<file path="config.mk">
export PLATFORM = sky130hd
export DESIGN_NAME = line_rasterizer_flat
export DESIGN_NICKNAME = d
export VERILOG_FILES = /design/src/rtl/line_rasterizer_if.sv /design/src/rtl/line_rasterizer.sv /design/src/flat_wrapper.sv
export SDC_FILE = /design/constraint.sdc
export NUM_CORES = 1
export LEC_CHECK = 0
export BUFFER_PORTS_ARGS = -buffer_cell sky130_fd_sc_hd__buf_4
export CAP_MARGIN = 10
export CORE_ASPECT_RATIO = 0.9
export CORE_MARGIN = 10
export CORE_UTILIZATION = 44
export DETAILED_ROUTE_END_ITERATION = 10
export GPL_ROUTABILITY_DRIVEN = 0
export PLACE_DENSITY_LB_ADDON = 0.15
export RECOVER_POWER = 100
export SLEW_MARGIN = 20
export SYNTH_ARGS = -nofsm -noshare
export SYNTH_HDL_FRONTEND = slang
export SYNTH_SLANG_ARGS = --single-unit
</file>
<file path="constraint.sdc">
create_clock -name clk -period 12.9 [get_ports clk]
set_input_delay 2.58 -clock clk [delete_from_list [all_inputs] [get_ports clk]]
set_output_delay 2.58 -clock clk [all_outputs]
set_load 0.005 [all_outputs]
</file>
<file path="src/rtl/line_rasterizer_if.sv">
// line_rasterizer_if: command and pixel-write bundle for the rasterizer.
// master issues segments/clears; slave draws and emits pixel writes.
interface line_rasterizer_if #(
  parameter int COORD_W = 16
);
  logic               clear_req;
  logic               line_valid;
  logic               line_ready;
  logic [COORD_W-1:0] x0;
  logic [COORD_W-1:0] y0;
  logic [COORD_W-1:0] x1;
  logic [COORD_W-1:0] y1;
  logic               pix_we;
  logic [COORD_W-1:0] pix_x;
  logic [COORD_W-1:0] pix_y;
  logic               pix_data;
  logic               busy;
  logic               done;

  modport master (
    output clear_req, line_valid, x0, y0, x1, y1,
    input  line_ready, pix_we, pix_x, pix_y,
    input  pix_data, busy, done
  );

  modport slave (
    input  clear_req, line_valid, x0, y0, x1, y1,
    output line_ready, pix_we, pix_x, pix_y,
    output pix_data, busy, done
  );
endinterface

</file>
<file path="src/rtl/line_rasterizer.sv">
// line_rasterizer: Bresenham segment drawer plus full framebuffer clear.
// One pixel write per cycle; pixels beyond 0..SIZE are stepped but not written.
module line_rasterizer #(
  parameter int SIZE    = 10,
  parameter int COORD_W = 16
) (
  input  logic             clk,
  input  logic             rst_n,
  line_rasterizer_if.slave bus
);
  localparam int EW = COORD_W + 2;
  localparam logic [COORD_W-1:0] LIM = COORD_W'(SIZE);
  localparam logic [COORD_W-1:0] ONE = COORD_W'(1);

  typedef enum logic [1:0] {IDLE, CLEAR, SETUP, DRAW} state_e;

  state_e state_q, state_d;
  logic [COORD_W-1:0] x_q, x_d, y_q, y_d;
  logic [COORD_W-1:0] x1_q, x1_d, y1_q, y1_d;
  logic [COORD_W-1:0] cx_q, cx_d, cy_q, cy_d;
  logic signed [EW-1:0] err_q, err_d;
  logic signed [EW-1:0] dx_q, dx_d, dy_q, dy_d;
  logic sxn_q, sxn_d, syn_q, syn_d;
  logic done_q, done_d;

  logic [COORD_W-1:0] adx, ady;
  logic signed [EW-1:0] e2, add_x, add_y;
  logic step_x, step_y, at_end, in_fb;

  always_ff @(posedge clk or negedge rst_n) begin
    if (!rst_n) begin
      state_q <= IDLE;
      x_q     <= '0;
      y_q     <= '0;
      x1_q    <= '0;
      y1_q    <= '0;
      cx_q    <= '0;
      cy_q    <= '0;
      err_q   <= '0;
      dx_q    <= '0;
      dy_q    <= '0;
      sxn_q   <= 1'b0;
      syn_q   <= 1'b0;
      done_q  <= 1'b0;
    end else begin
      state_q <= state_d;
      x_q     <= x_d;
      y_q     <= y_d;
      x1_q    <= x1_d;
      y1_q    <= y1_d;
      cx_q    <= cx_d;
      cy_q    <= cy_d;
      err_q   <= err_d;
      dx_q    <= dx_d;
      dy_q    <= dy_d;
      sxn_q   <= sxn_d;
      syn_q   <= syn_d;
      done_q  <= done_d;
    end
  end

  always_comb begin
    state_d = state_q;
    x_d     = x_q;
    y_d     = y_q;
    x1_d    = x1_q;
    y1_d    = y1_q;
    cx_d    = cx_q;
    cy_d    = cy_q;
    err_d   = err_q;
    dx_d    = dx_q;
    dy_d    = dy_q;
    sxn_d   = sxn_q;
    syn_d   = syn_q;
    done_d  = 1'b0;

    adx    = (x1_q >= x_q) ? x1_q - x_q : x_q - x1_q;
    ady    = (y1_q >= y_q) ? y1_q - y_q : y_q - y1_q;
    e2     = err_q <<< 1;
    step_x = (e2 >= dy_q);
    step_y = (e2 <= dx_q);
    add_x  = step_x ? dy_q : EW'(0);
    add_y  = step_y ? dx_q : EW'(0);
    at_end = (x_q == x1_q) && (y_q == y1_q);

    unique case (state_q)
      IDLE: begin
        if (bus.clear_req) begin
          state_d = CLEAR;
        end else if (bus.line_valid) begin
          x_d     = bus.x0;
          y_d     = bus.y0;
          x1_d    = bus.x1;
          y1_d    = bus.y1;
          state_d = SETUP;
        end
      end
      CLEAR: begin
        if (cx_q == LIM) begin
          cx_d = '0;
          if (cy_q == LIM) begin
            cy_d    = '0;
            state_d = IDLE;
            done_d  = 1'b1;
          end else begin
            cy_d = cy_q + ONE;
          end
        end else begin
          cx_d = cx_q + ONE;
        end
      end
      SETUP: begin
        dx_d    = $signed({2'b00, adx});
        dy_d    = -$signed({2'b00, ady});
        err_d   = dx_d + dy_d;
        sxn_d   = (x1_q < x_q);
        syn_d   = (y1_q < y_q);
        state_d = DRAW;
      end
      DRAW: begin
        if (at_end) begin
          state_d = IDLE;
          done_d  = 1'b1;
        end else begin
          // both axis updates share one e2 and land together in err
          err_d = err_q + add_x + add_y;
          if (step_x) x_d = sxn_q ? x_q - ONE : x_q + ONE;
          if (step_y) y_d = syn_q ? y_q - ONE : y_q + ONE;
        end
      end
    endcase
  end

  assign in_fb = (x_q <= LIM) && (y_q <= LIM);

  always_comb begin
    bus.pix_we   = 1'b0;
    bus.pix_x    = '0;
    bus.pix_y    = '0;
    bus.pix_data = 1'b0;
    if (state_q == CLEAR) begin
      bus.pix_we = 1'b1;
      bus.pix_x  = cx_q;
      bus.pix_y  = cy_q;
    end else if (state_q == DRAW) begin
      bus.pix_we   = in_fb;
      bus.pix_x    = x_q;
      bus.pix_y    = y_q;
      bus.pix_data = 1'b1;
    end
  end

  assign bus.line_ready = (state_q == IDLE) && !bus.clear_req;
  assign bus.busy       = (state_q != IDLE);
  assign bus.done       = done_q;
endmodule

</file>
<file path="src/flat_wrapper.sv">
// flat-port wrapper written by rule: the top's interface ports become plain ports
module line_rasterizer_flat 
#(
  parameter int SIZE    = 10,
  parameter int COORD_W = 16
)
  (clk, rst_n, bus_clear_req, bus_line_valid, bus_x0, bus_y0, bus_x1, bus_y1, bus_line_ready, bus_pix_we, bus_pix_x, bus_pix_y, bus_pix_data, bus_busy, bus_done);
  line_rasterizer_if #(.COORD_W(COORD_W)) bus_i ();
  input  logic clk;
  input  logic rst_n;
  input wire logic [$bits(bus_i.clear_req)-1:0] bus_clear_req;
  input wire logic [$bits(bus_i.line_valid)-1:0] bus_line_valid;
  input wire logic [$bits(bus_i.x0)-1:0] bus_x0;
  input wire logic [$bits(bus_i.y0)-1:0] bus_y0;
  input wire logic [$bits(bus_i.x1)-1:0] bus_x1;
  input wire logic [$bits(bus_i.y1)-1:0] bus_y1;
  output wire logic [$bits(bus_i.line_ready)-1:0] bus_line_ready;
  output wire logic [$bits(bus_i.pix_we)-1:0] bus_pix_we;
  output wire logic [$bits(bus_i.pix_x)-1:0] bus_pix_x;
  output wire logic [$bits(bus_i.pix_y)-1:0] bus_pix_y;
  output wire logic [$bits(bus_i.pix_data)-1:0] bus_pix_data;
  output wire logic [$bits(bus_i.busy)-1:0] bus_busy;
  output wire logic [$bits(bus_i.done)-1:0] bus_done;
  assign bus_i.clear_req = bus_clear_req;
  assign bus_i.line_valid = bus_line_valid;
  assign bus_i.x0 = bus_x0;
  assign bus_i.y0 = bus_y0;
  assign bus_i.x1 = bus_x1;
  assign bus_i.y1 = bus_y1;
  assign bus_line_ready = bus_i.line_ready;
  assign bus_pix_we = bus_i.pix_we;
  assign bus_pix_x = bus_i.pix_x;
  assign bus_pix_y = bus_i.pix_y;
  assign bus_pix_data = bus_i.pix_data;
  assign bus_busy = bus_i.busy;
  assign bus_done = bus_i.done;
  line_rasterizer #(.SIZE(SIZE), .COORD_W(COORD_W)) u_core (.clk(clk), .rst_n(rst_n), .bus(bus_i));
endmodule
</file>
==> out/summary.txt <==
Failing checks: capacitance limit, slew limit
Max-slew violations: 351
Number of global-route vias before repair: 12.2k
Pwr/cell area: 309 nW/µm²
TritonCTS clock tree: built
H-Tree Level Count: 4
Die Ht: 189 µm
Vias/cell: 5.73
Routed WL: 43400 µm
Worst Path Buf+Inv: 4
Mean post-synth cell area: 8.36 µm²
CP Launch Type: register
Synth Instances: 1678
Worst-Margin Slew: 5.32 ns
DR DRC count: 0
CP Class: register to output port
Final cell count without fillers: 2182
Filler Cells Inserted: 3090
Max stage delay cell, worst path: clkbuf_1
Detailed-route wire length per cell: 19.9 µm
Yosys warns: 0
Placed insts: 2150
TritonCTS Sinks: 152
Final nets: 2010
Synthesized Nets: 1928
Clock transition at the registers of the reported paths: 0.07 ns
Max_cap viols: 7
HP Class: register to register
Ant. Diodes: 0
Clock Path Buffers: 2
#FFs+latches synth: 152
Final setup margin: 4.60 ns
Total number of vias: 12.5k
Post-synth EDFFs: 0
CP max FO: 38
Period minus WS final: 8.30 ns
Die area: 39400 µm²
CP peak stage delay: 1.91 ns
Largest delay share family, worst path: buffers and inverters
Setup Skew: 0.0122 ns
Initial core utilization: 0.450
Pre-CTS WS: 6.49 ns
Post-CTS sizing: 0
Final setup violation count: 0
Hold_buf cts: 0
Pin count of the biggest net entering global routing: 94
Remaining antenna violation count: 0
I/O pins: 105
First-pass GRT wire length: 68100 µm
DRT Pass-1 Iters: 5
Clock root buffer: clkbuf_16
Initial DRC Count: 831
GR Overflow Total: 0
Run status: finished with violations
Die width: 208 µm
Crit path DAT: 5.72 ns
Clock buffer count from CTS: 17
Top_reg_cell synth: dfrtp_1
Post-synthesis sequential area ratio: 0.271
Final hold viol count: 0
Fmax achieved: 121 MHz
Critical path endpoint category: output port
Unrepaired setup endpoints after global routing: no
Dpl hpwl: 33700 µm
Row Count: 61
Post-Syn Area: 14000 µm²
Setup Fix Bufs, Post-CTS: 0
GRT Total Usage: 0.214
WHS: 0.524 ns
Layout cell share with drive strength beyond 1: 0.100
Post-place instance area: 15200 µm²
Buffers added on ports: 104
Max rail drop VDD: 0.189 mV
Core area: 31100 µm²
Yosys cell types: 77
Worst rel slew slack: -2.55
Leakage: 0.00737 µW
Fraction of registers with async set/reset: 1.00
Final Cycle Share: 0.643
Worst path required time: 10.32 ns
Most used cell along the critical path: clkbuf_1
Critical-path cell list: clkbuf_1, nand2_1, inv_2, clkbuf_1, nand3_1, o31ai_1, buf_4
Post-route cell area: 15700 µm²
Final setup TNS: 0 ns
Worst-Skew Late Latency: 0.44 ns
Area grow syn2layout: 11.8%
Initial antenna violation count: 0
## metrics by stage
step / util / total power, µW
global route: 0.504 / 5260
floorplan: - / 3310
CTS: 0.508 / 4840
global placement: 0.489 / 4240
detailed placement: 0.489 / 4290
finish: 0.504 / 4850
## per-layer routing
metal / GRT usage / wire length (µm)
met5: 0 / 0
met4: 0.0613 / 939
met3: 0.0344 / 2670
met2: 0.329 / 18900
met1: 0.302 / 20800
## power breakdown
| part | switching, µW | internal, µW | total (µW) |
|---|---|---|---|
| clock network | 233 | 289 | 522 |
| registers | 194 | 590 | 784 |
| logic | 2130 | 1420 | 3540 |
| total | 2550 | 2300 | 4850 |
## synthesized netlist by cell type (27+ instances only)
cell / count / area (µm²)
inv_1: 174 / 653
ha_1: 158 / 1980
nand2_1: 158 / 593
dfrtp_1: 152 / 3800
a21oi_1: 121 / 606
nor2_1: 118 / 443
o21ai_0: 115 / 576
xnor2_1: 72 / 631
nor2b_1: 57 / 357
mux2i_1: 54 / 541
clkbuf_1: 46 / 173
nand3_1: 42 / 210
nor3_1: 37 / 185
xor2_1: 37 / 324
a211oi_1: 27 / 203
## cell families after synthesis
kind of cell	synth area share
mux	0.0588
xor+xnor	0.0704
simple gates	0.180
flops	0.271
buf+inv	0.0633
compound gates	0.181
fa+ha+maj	0.175
## worst register-to-register path: stages, from the launching register on
cell and delay [ns]:
dfrtp_1 0.45, ha_1 0.43, nand4_1 0.20, or3_1 0.45, or3_1 0.49, and3_1 0.37
mux2i_1 0.25, xor2_1 0.17, nor4_1 0.75, nand2_1 0.14, xor2_1 0.19, ha_1 0.35
a2111oi_0 0.53, o21ai_0 0.23, a31o_2 0.30, nand3_1 0.10, a21oi_1 0.07, a2111oi_0 0.62
o21bai_1 0.11, a21o_1 0.20, xnor2_1 0.12, o221a_1 0.21
## path summary, 6_finish.rpt
check                                         startpoint                      endpoint  slack (ns)  cells past startpoint
max in group asynchronous                          rst_n    u_core.y1_q[3]$_DFFE_PN0P_        5.86                      1
max reg2reg                   u_core.y_q[14]$_DFFE_PN0P_  u_core.err_q[16]$_DFFE_PN0P_        6.04                     21
max                        u_core.state_q[1]$_DFFE_PN0P_                    bus_pix_we        4.60                      7
min in group asynchronous                          rst_n   u_core.cx_q[12]$_DFFE_PN0P_        4.07                      1
min reg2reg                  u_core.cx_q[14]$_DFFE_PN0P_   u_core.cx_q[14]$_DFFE_PN0P_        0.52                      1
min                          u_core.cx_q[14]$_DFFE_PN0P_   u_core.cx_q[14]$_DFFE_PN0P_        0.52                      1
## sequential cells by signal (all words and copies together) (netlist names)
| name | cells |
|---|---|
| u_core.bus.done | 1 |
| u_core.cx_q | 16 |
| u_core.cy_q | 16 |
| u_core.dx_q | 16 |
| u_core.dy_q | 18 |
| u_core.err_q | 17 |
| u_core.state_q | 2 |
| u_core.sxn_q | 1 |
| u_core.syn_q | 1 |
| u_core.x1_q | 16 |
| u_core.x_q | 16 |
| u_core.y1_q | 16 |
| u_core.y_q | 16 |
## layout by cell type, fill, tap and decap left out, drive strengths merged, types with 55 or more instances in the layout
cell,synthesis,final
inv,175,181
nand2,158,158
ha,158,158
dfrtp,152,152
a21oi,122,122
nor2,118,118
o21ai,117,117
buf,9,73
xnor2,73,73
clkbuf,46,62
nor2b,57,57
mux2i,55,55
## final cells by class
cell class | count | area [µm²] | share of cell area
clock buffer | 17 | 425 | 0.0271
timing repair buffer | 118 | 811 | 0.0517
tap | 409 | 512 | 0.0326
clock inverter | 15 | 169 | 0.0108
inverter | 175 | 657 | 0.0419
multi-input combinational | 1296 | 9310 | 0.593
sequential | 152 | 3800 | 0.243
(Power assumes the default switching activity.)
